==> src/rtl/dual_wave_gen.sv <==
// Two-channel NCO waveform generator that feeds the dual DAC output stage.
// Writes land in shadow registers, and a COMMIT write moves them to both channels at once.
module dual_wave_gen #(
  parameter int PHASE_BITS = 24,
  parameter int OUT_BITS   = 8
) (
  input  logic                  clk,
  input  logic                  nReset,
  input  logic                  cfg_valid,
  output logic                  cfg_ready,
  input  logic [2:0]            cfg_addr,
  input  logic [PHASE_BITS-1:0] cfg_data,
  output logic [OUT_BITS-1:0]   dac_a_q,
  output logic [OUT_BITS-1:0]   dac_b_q,
  output logic                  sample_valid,
  output logic                  wrap_a,
  output logic                  wrap_b
);
  localparam logic [OUT_BITS-1:0] MID = {1'b1, {(OUT_BITS-1){1'b0}}};
  localparam logic [2:0] ADDR_FREQ_A  = 3'd0;
  localparam logic [2:0] ADDR_FREQ_B  = 3'd1;
  localparam logic [2:0] ADDR_MODE    = 3'd2;
  localparam logic [2:0] ADDR_DUTY    = 3'd3;
  localparam logic [2:0] ADDR_PHASE_B = 3'd4;
  localparam logic [2:0] ADDR_COMMIT  = 3'd5;

  logic [PHASE_BITS-1:0] shd_freq_a, shd_freq_b, shd_phase_b;
  logic [5:0]            shd_mode;
  logic [15:0]           shd_duty;
  logic [PHASE_BITS-1:0] freq_a, freq_b, phase_b;
  logic [5:0]            mode;
  logic [15:0]           duty;
  logic                  commit_q, resync_q;
  logic [PHASE_BITS-1:0] acc_a, acc_b;
  logic                  carry_a, carry_b;
  logic                  valid_d;
  logic                  accept, commit;
  logic [PHASE_BITS:0]   sum_a, sum_b;

  assign cfg_ready = ~commit_q;
  assign accept    = cfg_valid & cfg_ready;
  assign commit    = accept && (cfg_addr == ADDR_COMMIT);
  assign sum_a     = {1'b0, acc_a} + {1'b0, freq_a};
  assign sum_b     = {1'b0, acc_b} + {1'b0, freq_b};

  // The falling half of the triangle uses a 1 in the LSB, so the peak repeats at 254
  // and the value 255 is never produced.
  function automatic logic [OUT_BITS-1:0] wave_map(input logic [1:0] wave,
                                                  input logic [OUT_BITS-1:0] t,
                                                  input logic [OUT_BITS-1:0] lvl);
    logic [OUT_BITS-1:0] res;
    case (wave)
      2'd0:    res = t;
      2'd1:    res = t[OUT_BITS-1] ? ~{t[OUT_BITS-2:0], 1'b1} : {t[OUT_BITS-2:0], 1'b0};
      2'd2:    res = (t < lvl) ? {OUT_BITS{1'b1}} : {OUT_BITS{1'b0}};
      default: res = lvl;
    endcase
    return res;
  endfunction

  always_ff @(posedge clk or negedge nReset) begin
    if (!nReset) begin
      shd_freq_a  <= '0;
      shd_freq_b  <= '0;
      shd_phase_b <= '0;
      shd_mode    <= '0;
      shd_duty    <= '0;
      freq_a      <= '0;
      freq_b      <= '0;
      phase_b     <= '0;
      mode        <= '0;
      duty        <= '0;
      commit_q    <= 1'b0;
      resync_q    <= 1'b0;
    end else begin
      commit_q <= commit;
      resync_q <= commit & cfg_data[0];
      if (accept) begin
        case (cfg_addr)
          ADDR_FREQ_A:  shd_freq_a  <= cfg_data;
          ADDR_FREQ_B:  shd_freq_b  <= cfg_data;
          ADDR_MODE:    shd_mode    <= 6'(cfg_data);
          ADDR_DUTY:    shd_duty    <= 16'(cfg_data);
          ADDR_PHASE_B: shd_phase_b <= cfg_data;
          ADDR_COMMIT: begin
            freq_a  <= shd_freq_a;
            freq_b  <= shd_freq_b;
            mode    <= shd_mode;
            duty    <= shd_duty;
            phase_b <= shd_phase_b;
          end
          default: ;
        endcase
      end
    end
  end

  // Resync wins over the add and never reports a carry.
  always_ff @(posedge clk or negedge nReset) begin
    if (!nReset) begin
      acc_a   <= '0;
      acc_b   <= '0;
      carry_a <= 1'b0;
      carry_b <= 1'b0;
    end else if (resync_q) begin
      acc_a   <= '0;
      acc_b   <= phase_b;
      carry_a <= 1'b0;
      carry_b <= 1'b0;
    end else begin
      carry_a <= mode[4] & sum_a[PHASE_BITS];
      carry_b <= mode[5] & sum_b[PHASE_BITS];
      if (mode[4]) acc_a <= sum_a[PHASE_BITS-1:0];
      if (mode[5]) acc_b <= sum_b[PHASE_BITS-1:0];
    end
  end

  always_ff @(posedge clk or negedge nReset) begin
    if (!nReset) begin
      dac_a_q      <= '0;
      dac_b_q      <= '0;
      wrap_a       <= 1'b0;
      wrap_b       <= 1'b0;
      valid_d      <= 1'b0;
      sample_valid <= 1'b0;
    end else begin
      dac_a_q      <= mode[4] ? wave_map(mode[1:0], acc_a[PHASE_BITS-1 -: OUT_BITS],
                                         duty[OUT_BITS-1:0]) : MID;
      dac_b_q      <= mode[5] ? wave_map(mode[3:2], acc_b[PHASE_BITS-1 -: OUT_BITS],
                                         duty[2*OUT_BITS-1:OUT_BITS]) : MID;
      wrap_a       <= carry_a;
      wrap_b       <= carry_b;
      valid_d      <= 1'b1;
      sample_valid <= valid_d;
    end
  end
endmodule

==> config.mk <==
export PLATFORM = sky130hd
export DESIGN_NAME = dual_wave_gen
export DESIGN_NICKNAME = d
export VERILOG_FILES = /design/src/rtl/dual_wave_gen.sv
export SDC_FILE = /design/constraint.sdc
export NUM_CORES = 1
export LEC_CHECK = 0
export BUFFER_PORTS_ARGS = -buffer_cell sky130_fd_sc_hd__buf_2
export CORE_ASPECT_RATIO = 1.5
export CORE_MARGIN = 2
export CORE_UTILIZATION = 30
export CTS_BUF_LIST = sky130_fd_sc_hd__clkbuf_8
export CTS_CLUSTER_SIZE = 25
export DETAILED_ROUTE_END_ITERATION = 6
export MAX_ROUTING_LAYER = met4
export PLACE_DENSITY = 0.53
export RECOVER_POWER = 50
export SLEW_MARGIN = 20
export SYNTH_ARGS = -nofsm -noshare
export SYNTH_HDL_FRONTEND = slang
export SYNTH_SLANG_ARGS = --single-unit
==> constraint.sdc <==
create_clock -name clk -period 2.2 [get_ports clk]
set_input_delay 0.44 -clock clk [delete_from_list [all_inputs] [get_ports clk]]
set_output_delay 0.44 -clock clk [all_outputs]
set_load 0.05 [all_outputs]
; ---- Word-level counts from Yosys, hierarchy flattened
; Index checks and enable logic that the tools add are counted.
[totals]
regBits = 260
elab_cells = 68
out_inout_bits = 20
[classes]
order_cmp = 2
eq_ne = 9
n_reduce_logical = 12
bitwise_logic = 7
addsub = 2
muxes = 14
[ops]
columns = op, n
row1 = $mux W24, 4
row2 = $add A24 B24 Y25, 2
row3 = $mux W8, 6
row4 = $pmux W8 S3, 2
row5 = $lt A8 B8 Y1, 2
row6 = $not A8 Y8, 2
row7 = $reduce_and A2 Y1, 6
row8 = $eq A3 B2 Y1 const B, 2
row9 = $eq A3 B3 Y1 const B, 2
row10 = $and A1 B1 Y1, 4
row11 = $eq A2 B1 Y1 const B, 2
row12 = $eq A2 B2 Y1 const B, 2
row13 = $logic_not A2 Y1, 2
row14 = $reduce_bool A2 Y1, 2
row15 = $eq A3 B1 Y1 const B, 1
row16 = $logic_not A3 Y1, 1
row17 = $mux W1, 2
row18 = $logic_and A1 B1 Y1, 1
row19 = $not A1 Y1, 1

; ---- Logic depth before layout (Yosys ltp)
; Gate-level depths: netlist of the first run.
[depth]
depth_word = 4
ltp_mapped = 11

; ---- Least setup slack after synthesis of the first run
; OpenSTA, ideal clock, no wires.
[synth_path]
path_type = register -> register
from = reg freq_a[0]
to = reg acc_a[18]
path_buffers = 0
required_time_ns = 2.079
slack_ns = -0.203
t_arrival_ns = 2.282
period_less_slack_ns = 2.403
path_stages_with_launch = 11
path_cell_list = dfrtp_1 -> ha_1 -> fa_1 -> a21o_1 -> a221oi_2 -> o22ai_2 -> a31o_4 -> nand3_2 -> nand2_1 -> xor2_1 -> a22o_1
[synth_between]
elab_chain_cells = 3
[synth_lines]
columns = item, line_no
row1 = start: declaration, 30  ; logic [PHASE_BITS-1:0] freq_a, freq_b, phase_b;
row2 = start signal: assignment, 86  ; freq_a <= shd_freq_a;
row3 = $add A24 B24 Y25, 43  ; assign sum_a = {1'b0, acc_a} + {1'b0, freq_a};
row4 = $mux W24, 113  ; if (mode[4]) acc_a <= sum_a[PHASE_BITS-1:0];
row5 = $mux W24, 105  ; end else if (resync_q) begin
row6 = end signal: assignment, 113
row7 = end: declaration, 34  ; logic [PHASE_BITS-1:0] acc_a, acc_b;
; Every way passes these cells. The select of a mux whose other input is x is not followed.
; A chain may end at the register's enable or synchronous reset.

; ---- Final worst setup path of the first run
[layout_path]
from = reg freq_a[0]
to = reg acc_a[20]
; Same word-level chain as after synthesis.

==> results.md, run 1 <==
* Hold crit path type: in2reg
* Via count at 9910
* Vias per std cell at 4.839
* Clk_skew at 0.01739 ns
* Initial antenna violation count at 2
* Cell Area, Synth at 12940 um2
* Core area at 42700 um2
* Root Driver: clkbuf_8
* Filler cells at 4278
* Status: complete, but fails checks
* Worst rel slew slack at 37.26%
* WHS Path Cells at 2
* CTS buffer count at 44
* Nets at 1538
* Largest net degree at the start of global routing at 73
* Max Cap Viol at 0
* Worst r2r path cells at 11
* Row count at 93
* Min Tclk post-route at 2.475 ns
* Worst Max-Slew Pin Slew at 0.9412 ns
* CTS tree: built
* Clock latency on the worst-skew pair at 0.57 ns
* Final Hold Fails at 0
* DP Cell Count at 1952
* Die height at 258.3 um
* Final non-filler cell total at 2048
* Int Power at 14.24 mW
* Worst slack, placed at -0.2982 ns
* Worst setup EP type: flip-flop
* Most common cell after layout, fill and taps aside: nand2_1
* Yosys reg bits at 260
* Vias in the first global route at 10620
* Mapped Cells at 1269
* HPWL Detailed at 25.19 mm
* PD cells at 1389 nW/um2
* Worst Path Arrival at 2.91 ns
* Syn Nets at 1363
* Part of the Yosys area used for sequential elements at 50.29%
* Final worst slack at -0.2752 ns
* 1st-iter DRT viols at 439
* Routed wire length per instance at 17.57 um
* Global-route wire length before repair at 57.35 mm
* Share of cells above drive strength 1 at 30.81%
* Critical path, cell by cell: ha_2 -> fa_2 -> a21o_1 -> a221oi_2 -> buf_4 -> o22ai_4 -> a31o_4 -> a21oi_4 -> xnor2_1 -> mux2i_1 -> nor2_1
* Top_reg_cell synth: dfrtp_1
* DIE AREA at 44830 um2
* Routability cong. at 0.8848
* Gr usage total at 16.63%
* Drt pass-1 iters at 4
* I/O pin total at 50
* Post-layout util at 38.35%
* Setup Viol. Count Final at 23
* Clk buf depth at 3
* Distinct cells, synth at 71
* Crit path max fanout at 3
* Count of pins over their slew limit at 0
* Net Switching at 8.504 mW
* Reg2reg setup slack at -0.28 ns
* Pleak at 7.670 nW
* Violated checks: negative setup slack
* Clock transition at path regs at 0.07 ns
* Setup tns final at -3.647 ns
* Reg power frac at 31.8%
* Buffers added on ports at 49
* RSZ-0062 raised after global routing: yes
* VDD IR max at 0.6186 mV
* Comb pwr share at 45.9%
* Crit Path Class: reg2reg
* Period utilization at 112.5%
* DIE WIDTH at 173.6 um
* Critical path data required time at 2.63 ns
* Synthesis-to-finish area growth at 26.60%
* Max Freq at 0.4040 GHz
* Synth async-reset ratio at 100.0%
* Net Sw Frac at 37.38%
* Commonest non-fill, non-tap cells in the layout: nand2_1, dfrtp_1, buf_4, mux2_2, clkbuf_8
* CP max stage cell: dfrtp_1
* Syn_area_per_cell at 10.19 um2
* Post-synth EDFFs at 0
* Startpoint Class: flip-flop
* GRT Residual Overflow at 0
* H-Tree Depth at 2
* Final antenna-violating net count at 0
* DRT Wirelength at 35.98 mm
* Post-route DRC at 0
* Clock sink total at 260
* Clock power share at 22.3%
* Initial core utilization at 30.29%
* Pwr Total at 22.75 mW
* CP peak stage delay at 0.39 ns
* Synth Warn # at 0
-- final cells by class --
| cell class | count | area [um2] | share of cell area (%) |
|---|---|---|---|
| sequential | 260 | 6509 | 39.74 |
| inverter | 42 | 158.9 | 0.9703 |
| tap | 570 | 713.2 | 4.355 |
| timing repair buffer | 187 | 1410 | 8.610 |
| multi-input combinational | 909 | 6545 | 39.96 |
| clock buffer | 57 | 784.5 | 4.790 |
| antenna | 1 | 2.502 | 0.01528 |
| clock inverter | 22 | 254.0 | 1.551 |
-- cells in the mapped netlist (11+ instances only) --
| library cell | number | area (um2) |
|---|---|---|
| o211ai_1 | 16 | 120.1 |
| clkbuf_1 | 32 | 120.1 |
| o21ai_1 | 25 | 125.1 |
| o21ai_0 | 51 | 255.2 |
| inv_1 | 40 | 150.1 |
| nor2_1 | 55 | 206.5 |
| ha_1 | 62 | 775.7 |
| xnor2_1 | 31 | 271.5 |
| nand2_1 | 299 | 1122 |
| a22oi_1 | 12 | 90.09 |
| mux2_2 | 95 | 1070 |
| and2_1 | 11 | 68.82 |
| a21o_1 | 21 | 157.7 |
| a21oi_1 | 65 | 325.3 |
| dfrtp_1 | 260 | 6506 |
| xor2_1 | 17 | 148.9 |
| a211oi_1 | 11 | 82.58 |
| buf_2 | 12 | 60.06 |
| mux2i_1 | 24 | 240.2 |
| buf_1 | 12 | 45.04 |
-- registers in the layout, summed over array words and instances, names as in the netlist, 24 cells and up --
| name | flops |
|---|---|
| freq_a | 24 |
| shd_phase_b | 24 |
| acc_a | 24 |
| freq_b | 24 |
| acc_b | 24 |
| shd_freq_b | 24 |
| phase_b | 24 |
| shd_freq_a | 24 |
-- logic make-up (layout without fill, tap and decap cells) --
| kind of cell | after synthesis | count (layout) | share of synthesized area, % |
|---|---|---|---|
| AND/OR/NAND/NOR | 422 | 422 | 13.59 |
| flip-flops | 260 | 260 | 50.29 |
| AO/OA/AOI/OAI | 255 | 255 | 13.27 |
| multiplexers | 119 | 119 | 10.13 |
| buffers and inverters | 100 | 308 | 3.134 |
| adder cells (fa/ha/maj) | 64 | 64 | 6.306 |
| XOR/XNOR | 48 | 48 | 3.250 |
| other | 1 | 2 | 0.02899 |
-- power by group through the flow --
stage	logic [mW]	clock network [mW]	registers, mW
final	10.5	5.07	7.23
after global routing	11.5	5.43	7.41
after CTS	9.88	5.25	7.22
after detailed placement	9.25	0	7.22
after global placement	9.12	0	7.19
after floorplan	5.88	0	7.31
-- final timing paths --
| path | from | to |
|---|---|---|
| setup / recovery | freq_a[0]$_DFFE_PN0P_ | acc_a[20]$_DFFE_PN0P_ |
| hold / removal | cfg_data[20] | shd_phase_b[20]$_DFFE_PN0P_ |
| setup reg to reg | freq_a[0]$_DFFE_PN0P_ | acc_a[20]$_DFFE_PN0P_ |
| hold reg to reg | valid_d$_DFF_PN0_ | sample_valid$_DFF_PN0_ |
| max in group asynchronous | nReset | shd_phase_b[5]$_DFFE_PN0P_ |
| min in group asynchronous | nReset | shd_freq_b[2]$_DFFE_PN0P_ |
-- metrics by stage --
step,hold WS [ns],area (um2)
2_1_floorplan,0.1444,12960
3_3_place_gp,0.3329,14740
3_5_place_dp,0.3357,14740
4_1_cts,0.1143,16130
5_1_grt,0.1372,16380
6_report,0.1601,16380
-- metal layers --
metal / vias up / wire length (um) / track usage [%] / share of wire, %
met4: 0 / 1394 / 7.015 / 3.9
met1: 4924 / 14020 / 17.56 / 39
met5: - / 0 / - / 0
li1: 4731 / - / - / -
met3: 88 / 1024 / 2.142 / 2.8
met2: 167 / 19540 / 31.04 / 54
-- worst max-delay path, delay by kind of cell (launching register included) --
family	cells	cell delay, ns
AO/OA/AOI/OAI	5	0.95
adder cells (fa/ha/maj)	2	0.55
flip-flops	1	0.39
buffers and inverters	1	0.17
multiplexers	1	0.13
XOR/XNOR	1	0.08
AND/OR/NAND/NOR	1	0.05
-- repair_timing --
action                                  CTS  global route
hold buffers                              1             0
endpoints found under the setup margin   35            46
endpoints found under the hold margin    29             0
pin swaps                                44            52
resized for setup                        52            47
setup buffers                             8            12
No activity file was read; power rests on OpenSTA's default activity.
==> run 2: changes to the inputs <==
--- a/config.mk
+++ b/config.mk
@@ -12,9 +12,9 @@
 export CTS_BUF_LIST = sky130_fd_sc_hd__clkbuf_8
 export CTS_CLUSTER_SIZE = 25
 export DETAILED_ROUTE_END_ITERATION = 6
-export MAX_ROUTING_LAYER = met4
 export PLACE_DENSITY = 0.53
 export RECOVER_POWER = 50
+export REMOVE_ABC_BUFFERS = 1
 export SLEW_MARGIN = 20
 export SYNTH_ARGS = -nofsm -noshare
 export SYNTH_HDL_FRONTEND = slang
==> run 2 against run 1 <==
  * The run still ends with negative setup slack left
  * Final cell count down 0.49%
  * Register-to-register slack improved by 0.04 ns
  * Combinational power barely moved
  * Critical path depth shrank 1
  * Sequential power is essentially flat
  * Utilization down 0.75 points
  * Worst hold slack worse by 0.0065 ns
  * Fmax increased by 1.7%
  * Cell area fell by 2.0%
  * Non-clock buffer count shrank 2
==> results.md, run 2 (synthesis gave the netlist of run 1 again) <==
* Max Cap Viol at 0 (unchanged)
* Violated checks: negative setup slack
* Most common cell after layout, fill and taps aside: nand2_1
* Final worst slack at -0.2341 ns (+0.04106 ns)
* DRT Wirelength at 33.64 mm (-6.5%)
* Row count at 93 (unchanged)
* Reg2Reg Capture Point: acc_a[18]$_DFFE_PN0P_
* Int Power at 13.16 mW (-7.6%)
* Vias per std cell at 4.801 (-0.78%)
* 1st-iter DRT viols at 494 (+13%)
* HPWL Detailed at 23.87 mm (-5.3%)
* Nets at 1532 (-0.39%)
* H-Tree Depth at 2 (unchanged)
* Worst rel slew slack at 23.81% (-13 points)
* Routed wire length per instance at 16.51 um (-6.0%)
* Net Switching at 8.260 mW (-2.9%)
* Clk buf depth at 3 (unchanged)
* Drt pass-1 iters at 4 (unchanged)
* Die height at 258.3 um (unchanged)
* Hold crit path type: in2reg
* PD cells at 1334 nW/um2 (-3.9%)
* Crit Path Class: reg2reg
* Root Driver: clkbuf_8
* Share of cells above drive strength 1 at 30.06% (-0.74 points)
* Clock sink total at 260 (unchanged)
* Clk_skew at 0.03054 ns (+0.01315 ns)
* Post-layout util at 37.60% (-0.75 points)
* Worst slack, placed at -0.4080 ns (-0.1098 ns)
* Crit path max fanout at 3 (unchanged)
* Final non-filler cell total at 2038 (-0.49%)
* Final Hold Fails at 0 (unchanged)
* Worst Path Arrival at 2.89 ns (-0.02 ns)
* GRT Residual Overflow at 0 (unchanged)
* Final antenna-violating net count at 0 (unchanged)
* Reg power frac at 33.6% (+1.8 points)
* DIE WIDTH at 173.6 um (unchanged)
* Reg2reg setup slack at -0.23 ns (+0.04 ns)
* VDD IR max at 0.4721 mV (-24%)
* Setup Viol. Count Final at 23 (unchanged)
* Clock latency on the worst-skew pair at 0.57 ns (about the same)
* Max Freq at 0.4108 GHz (+1.7%)
* Initial antenna violation count at 1 (-1)
* Min Tclk post-route at 2.434 ns (-0.04106 ns)
* Pleak at 7.546 nW (-1.6%)
* RSZ-0062 raised after global routing: yes
* Comb pwr share at 47.4% (+1.5 points)
* Placed Area at 14660 um2 (-0.51%)
* Setup tns final at -3.115 ns (+0.5315 ns)
* Startpoint Class: flip-flop
* Crit path to: acc_a[18]$_DFFE_PN0P_
* Worst setup EP type: flip-flop
* Post-route DRC at 0 (unchanged)
* Fin area at 16060 um2 (-2.0%)
* Worst Setup SP: acc_a[0]$_DFFE_PN0P_
* Vias in the first global route at 10390 (-2.2%)
* Synthesis-to-finish area growth at 24.11%
* Net Sw Frac at 38.56% (+1.2 points)
* Clock power share at 19.0% (-3.3 points)
* Gr usage total at 15.17% (-1.5 points)
* Period utilization at 110.6% (-1.9 points)
* Routability cong. at 0.8841 (about the same)
* Global-route wire length before repair at 54.59 mm (-4.8%)
* Worst r2r path cells at 10 (-1)
* Commonest non-fill, non-tap cells in the layout: nand2_1, dfrtp_1, buf_4, mux2_2, a21oi_1
* Critical path data required time at 2.65 ns (+0.02 ns)
* I/O pin total at 50 (unchanged)
* Filler cells at 4258 (-0.47%)
* Count of pins over their slew limit at 0 (unchanged)
* R2r startpoint: acc_a[0]$_DFFE_PN0P_
* DP Cell Count at 1949 (-0.15%)
* CTS buffer count at 40 (-9.1%)
* Initial core utilization at 30.29% (unchanged)
* Core area at 42700 um2 (unchanged)
* DIE AREA at 44830 um2 (unchanged)
* Buffers added on ports at 49 (unchanged)
* Clock transition at path regs at 0.06 ns (about the same)
* Status: complete, but fails checks
* Worst Max-Slew Pin Slew at 1.143 ns (+0.2017 ns)
* CTS tree: built
* Largest net degree at the start of global routing at 93 (+27%)
* Via count at 9785 (-1.3%)
## run 2: timing repair
item | in CTS | in global routing
buffers inserted | 6 | 17
hold buffers | 1 | 0
resized for setup | 46 | 56
endpoints found under the setup margin | 31 | 47
pin swaps | 29 | 71
hold endpoints to repair | 39 | 0
## run 2: worst min path at each step
stage                      start                           to  slack [ns]  depth (start not counted)
6_report            cfg_data[22]  shd_phase_b[22]$_DFFE_PN0P_        0.15                          2
2_1_floorplan             nReset         acc_a[0]$_DFFE_PN0P_        0.14                          0
3_5_place_dp   valid_d$_DFF_PN0_       sample_valid$_DFF_PN0_        0.33                          0
4_1_cts             cfg_data[22]  shd_phase_b[22]$_DFFE_PN0P_        0.12                          2
5_1_grt             cfg_data[22]  shd_phase_b[22]$_DFFE_PN0P_        0.12                          2
3_3_place_gp   valid_d$_DFF_PN0_       sample_valid$_DFF_PN0_        0.33                          0
## run 2: worst max-delay path, cell delays in order (launching register included)
cell      delay (ns)
dfrtp_1         0.42
ha_4            0.18
fa_2            0.34
a21o_1          0.20
a221oi_4        0.33
o22ai_4         0.15
a31o_4          0.27
nand3_2         0.08
nand2_2         0.05
xor2_1          0.13
a22o_1          0.17
## run 2: metrics by stage
| step | hold WS, ns | total power [mW] |
|---|---|---|
| finish | 0.1537 | 21.42 |
| global route | 0.1239 | 23.04 |
| CTS | 0.1185 | 20.96 |
| detailed placement | 0.3347 | 16.33 |
| global placement | 0.3349 | 16.13 |
| floorplan | 0.1444 | 13.03 |
## run 2: metal layers
metal	GRT usage, %	vias up	routed length, um
li1	-	4712	-
met1	16.50	4861	13180
met2	29.41	148	18330
met3	2.010	64	971
met4	6.073	0	1158
met5	0	-	0
## run 2: area by class of cell
| type | count | area, um2 | area share (%) |
|---|---|---|---|
| Clock inverter | 20 | 100.1 | 0.6234 |
| Clock buffer | 51 | 701.9 | 4.372 |
| Inverter | 42 | 158.9 | 0.9897 |
| Antenna cell | 1 | 2.502 | 0.01559 |
| Multi-Input combinational cell | 909 | 6510 | 40.55 |
| Timing Repair Buffer | 185 | 1360 | 8.471 |
| Sequential cell | 260 | 6509 | 40.54 |
| Tap cell | 570 | 713.2 | 4.442 |
## run 2: power by group through the flow
stage / logic, mW / registers (mW) / clock network, mW
floorplan: 5.60 / 7.43 / 0
global placement: 8.93 / 7.20 / 0
detailed placement: 9.11 / 7.23 / 0
CTS: 9.59 / 7.16 / 4.22
global route: 11.2 / 7.38 / 4.43
finish: 10.2 / 7.20 / 4.06
==> run 3: changes to the inputs <==
--- a/config.mk
+++ b/config.mk
@@ -5,14 +5,14 @@
 export SDC_FILE = /design/constraint.sdc
 export NUM_CORES = 1
 export LEC_CHECK = 0
-export BUFFER_PORTS_ARGS = -buffer_cell sky130_fd_sc_hd__buf_2
 export CORE_ASPECT_RATIO = 1.5
 export CORE_MARGIN = 2
 export CORE_UTILIZATION = 30
 export CTS_BUF_LIST = sky130_fd_sc_hd__clkbuf_8
 export CTS_CLUSTER_SIZE = 25
 export DETAILED_ROUTE_END_ITERATION = 6
-export PLACE_DENSITY = 0.53
+export DONT_BUFFER_PORTS = 1
+export PLACE_DENSITY = 0.52
 export RECOVER_POWER = 50
 export REMOVE_ABC_BUFFERS = 1
 export SLEW_MARGIN = 20
==> run 3 against run 2 <==
  * The flow finishes with violations (negative hold slack, negative setup slack)
  * Sequential share of layout area up 0.16 points
  * Worst hold slack worse by 0.56 ns
  * Flip-flop and latch count unchanged
  * Clock power up 3%
  * Wire length up 1.3%
  * Via count down 1.9%
  * Combinational power down 8%
  * Critical path type unchanged
  * Largest power group unchanged
==> results.md, run 3 (synthesis gave the netlist of run 1 again) <==
* Critical path, cell by cell: ha_2 -> fa_2 -> a21o_1 -> a221oi_2 -> o22ai_2 -> a31o_4 -> nand3_2 -> nand2_2 -> xor2_1 -> a22o_1
* Worst slack, placed at -0.4131 ns (-0.005136 ns)
* Worst hold slack at -0.4074 ns (-0.5611 ns)
* PD cells at 1326 nW/um2 (-0.62%)
* Hold crit path type: in2async
* Initial antenna violation count at 4 (+3)
* Synthesis-to-finish area growth at 23.65%
* Min Tclk post-route at 2.500 ns (+0.06634 ns)
* Critical path data required time at 2.64 ns (about the same)
* Final worst slack at -0.3005 ns (-0.06634 ns)
* Drt pass-1 iters at 4 (unchanged)
* Violated checks: negative hold slack, negative setup slack
* Clock transition at path regs at 0.07 ns (about the same)
* HPWL Detailed at 22.97 mm (-3.7%)
* Row count at 93 (unchanged)
* Startpoint Class: flip-flop
* CP Buf/Inv Count at 0 (unchanged)
* Crit Path Class: reg2reg
* Clock sink total at 260 (unchanged)
* Commonest non-fill, non-tap cells in the layout: nand2_1, dfrtp_1, buf_4, mux2_2, clkbuf_8
* Gr usage total at 15.33% (+0.17 points)
* R2r startpoint: freq_a[0]$_DFFE_PN0P_
* VDD IR max at 0.4401 mV (-6.8%)
* RSZ-0062 raised after global routing: yes
* Buffers added on ports at 0 (-100%)
* Worst Setup SP: freq_a[0]$_DFFE_PN0P_
* DIE WIDTH at 173.6 um (unchanged)
* Global-route wire length before repair at 54.63 mm (about the same)
* Initial core utilization at 30.29% (unchanged)
* Max Cap Viol at 0 (unchanged)
* Via count at 9600 (-1.9%)
* DIE AREA at 44830 um2 (unchanged)
* Worst setup EP type: flip-flop
* Vias per std cell at 4.762 (-0.82%)
* Routed wire length per instance at 16.90 um (+2.4%)
* Final Hold Fails at 260 (+260)
* Hold_buf cts at 24 (+23)
* CP peak stage delay at 0.39 ns (-0.03 ns)
* Post-route DRC at 0 (unchanged)
* Crit path max fanout at 3 (unchanged)
* CP max stage cell: dfrtp_1
* Pleak at 7.452 nW (-1.3%)
* Worst Max-Slew Pin Slew at 0.8824 ns (-0.2605 ns)
* H-Tree Depth at 2 (unchanged)
* Clock latency on the worst-skew pair at 0.57 ns (about the same)
* Core area at 42700 um2 (unchanged)
* Final antenna-violating net count at 0 (unchanged)
* GRT Residual Overflow at 0 (unchanged)
* Setup Viol. Count Final at 23 (unchanged)
* CTS buffer count at 41 (+2.5%)
* Count of pins over their slew limit at 0 (unchanged)
* Vias in the first global route at 10030 (-3.5%)
* Post-layout util at 37.46% (-0.14 points)
* Nets at 1508 (-1.6%)
* Share of cells above drive strength 1 at 26.85% (-3.2 points)
* Most common cell after layout, fill and taps aside: nand2_1
* Status: complete, but fails checks
* CTS tree: built
* Top delay family on crit path: compound AO/OA/AOI/OAI gates
* Root Driver: clkbuf_8
* Period utilization at 113.7% (+3.0 points)
* 1st-iter DRT viols at 378 (-23%)
* Die height at 258.3 um (unchanged)
* Routability cong. at 0.8522 (-3.6%)
* Worst Path Arrival at 2.94 ns (+0.05 ns)
* Clk_skew at 0.02995 ns (-0.0005896 ns)
* Max Freq at 0.3999 GHz (-2.7%)
* Worst rel slew slack at 41.18% (+17 points)
* Largest net degree at the start of global routing at 261 (+180%)
* DRT Wirelength at 34.07 mm (+1.3%)
* I/O pin total at 50 (unchanged)
* Clk buf depth at 3 (unchanged)
-- run 3: final cells by class --
cell class / instances / area, um2
diodes: 1 / 2.502
well taps: 570 / 713.2
repair buffers: 160 / 1365
clock inverters: 19 / 82.58
fillers: 4253 / 26710
flip-flops and latches: 260 / 6510
inverters: 42 / 158.9
clock buffers: 55 / 757.0
multi-input cells: 909 / 6406
-- run 3: power by group --
group | switching [mW] | leakage, nW | total (mW) | internal [mW]
combinational | 4.67 | 3.74 | 9.42 | 4.74
sequential | 1.40 | 3.22 | 7.60 | 6.19
clock | 1.96 | 0.489 | 4.19 | 2.23
-- run 3: path summary, 6_finish.rpt --
path	end	depth (start not counted)	slack (ns)
worst max-delay path	acc_a[18]$_DFFE_PN0P_	10	-0.30
worst min-delay path	shd_phase_b[19]$_DFFE_PN0P_	0	-0.41
worst max register to register	acc_a[18]$_DFFE_PN0P_	10	-0.30
worst min register to register	wrap_b$_DFF_PN0_	0	0.35
max in group asynchronous	resync_q$_DFF_PN0_	0	1.99
min in group clk	shd_phase_b[19]$_DFFE_PN0P_	1	0.04
-- run 3: what timing repair did --
item | in CTS | in global routing
pin swaps | 46 | 53
resized for setup | 52 | 37
endpoints found under the hold margin | 338 | 260
endpoints found under the setup margin | 34 | 44
setup buffers | 21 | 9
-- run 3: metrics by stage --
step                      std cells  setup TNS [ns]  total power [mW]  cell area [um2]
after global routing           2016          -5.708             22.75            16000
after global placement         1893          -4.998             15.83            14320
after CTS                      2011          -4.432             20.96            15770
after detailed placement       1893          -5.494             15.98            14320
after floorplan                1211         -161.22             13.03            12690
final                          2016          -3.160             21.21            16000
-- run 3: metal layers --
| layer | vias to the layer above | track usage [%] | part of all wire (%) | routed length (um) |
|---|---|---|---|---|
| met5 | - | 0 | 0.056 | 19 |
| met4 | 4 | 6.238 | 3.5 | 1195 |
| met3 | 71 | 2.289 | 3.2 | 1099 |
| met2 | 117 | 28.90 | 53 | 18190 |
| met1 | 4735 | 17.19 | 40 | 13570 |
| li1 | 4673 | - | - | - |
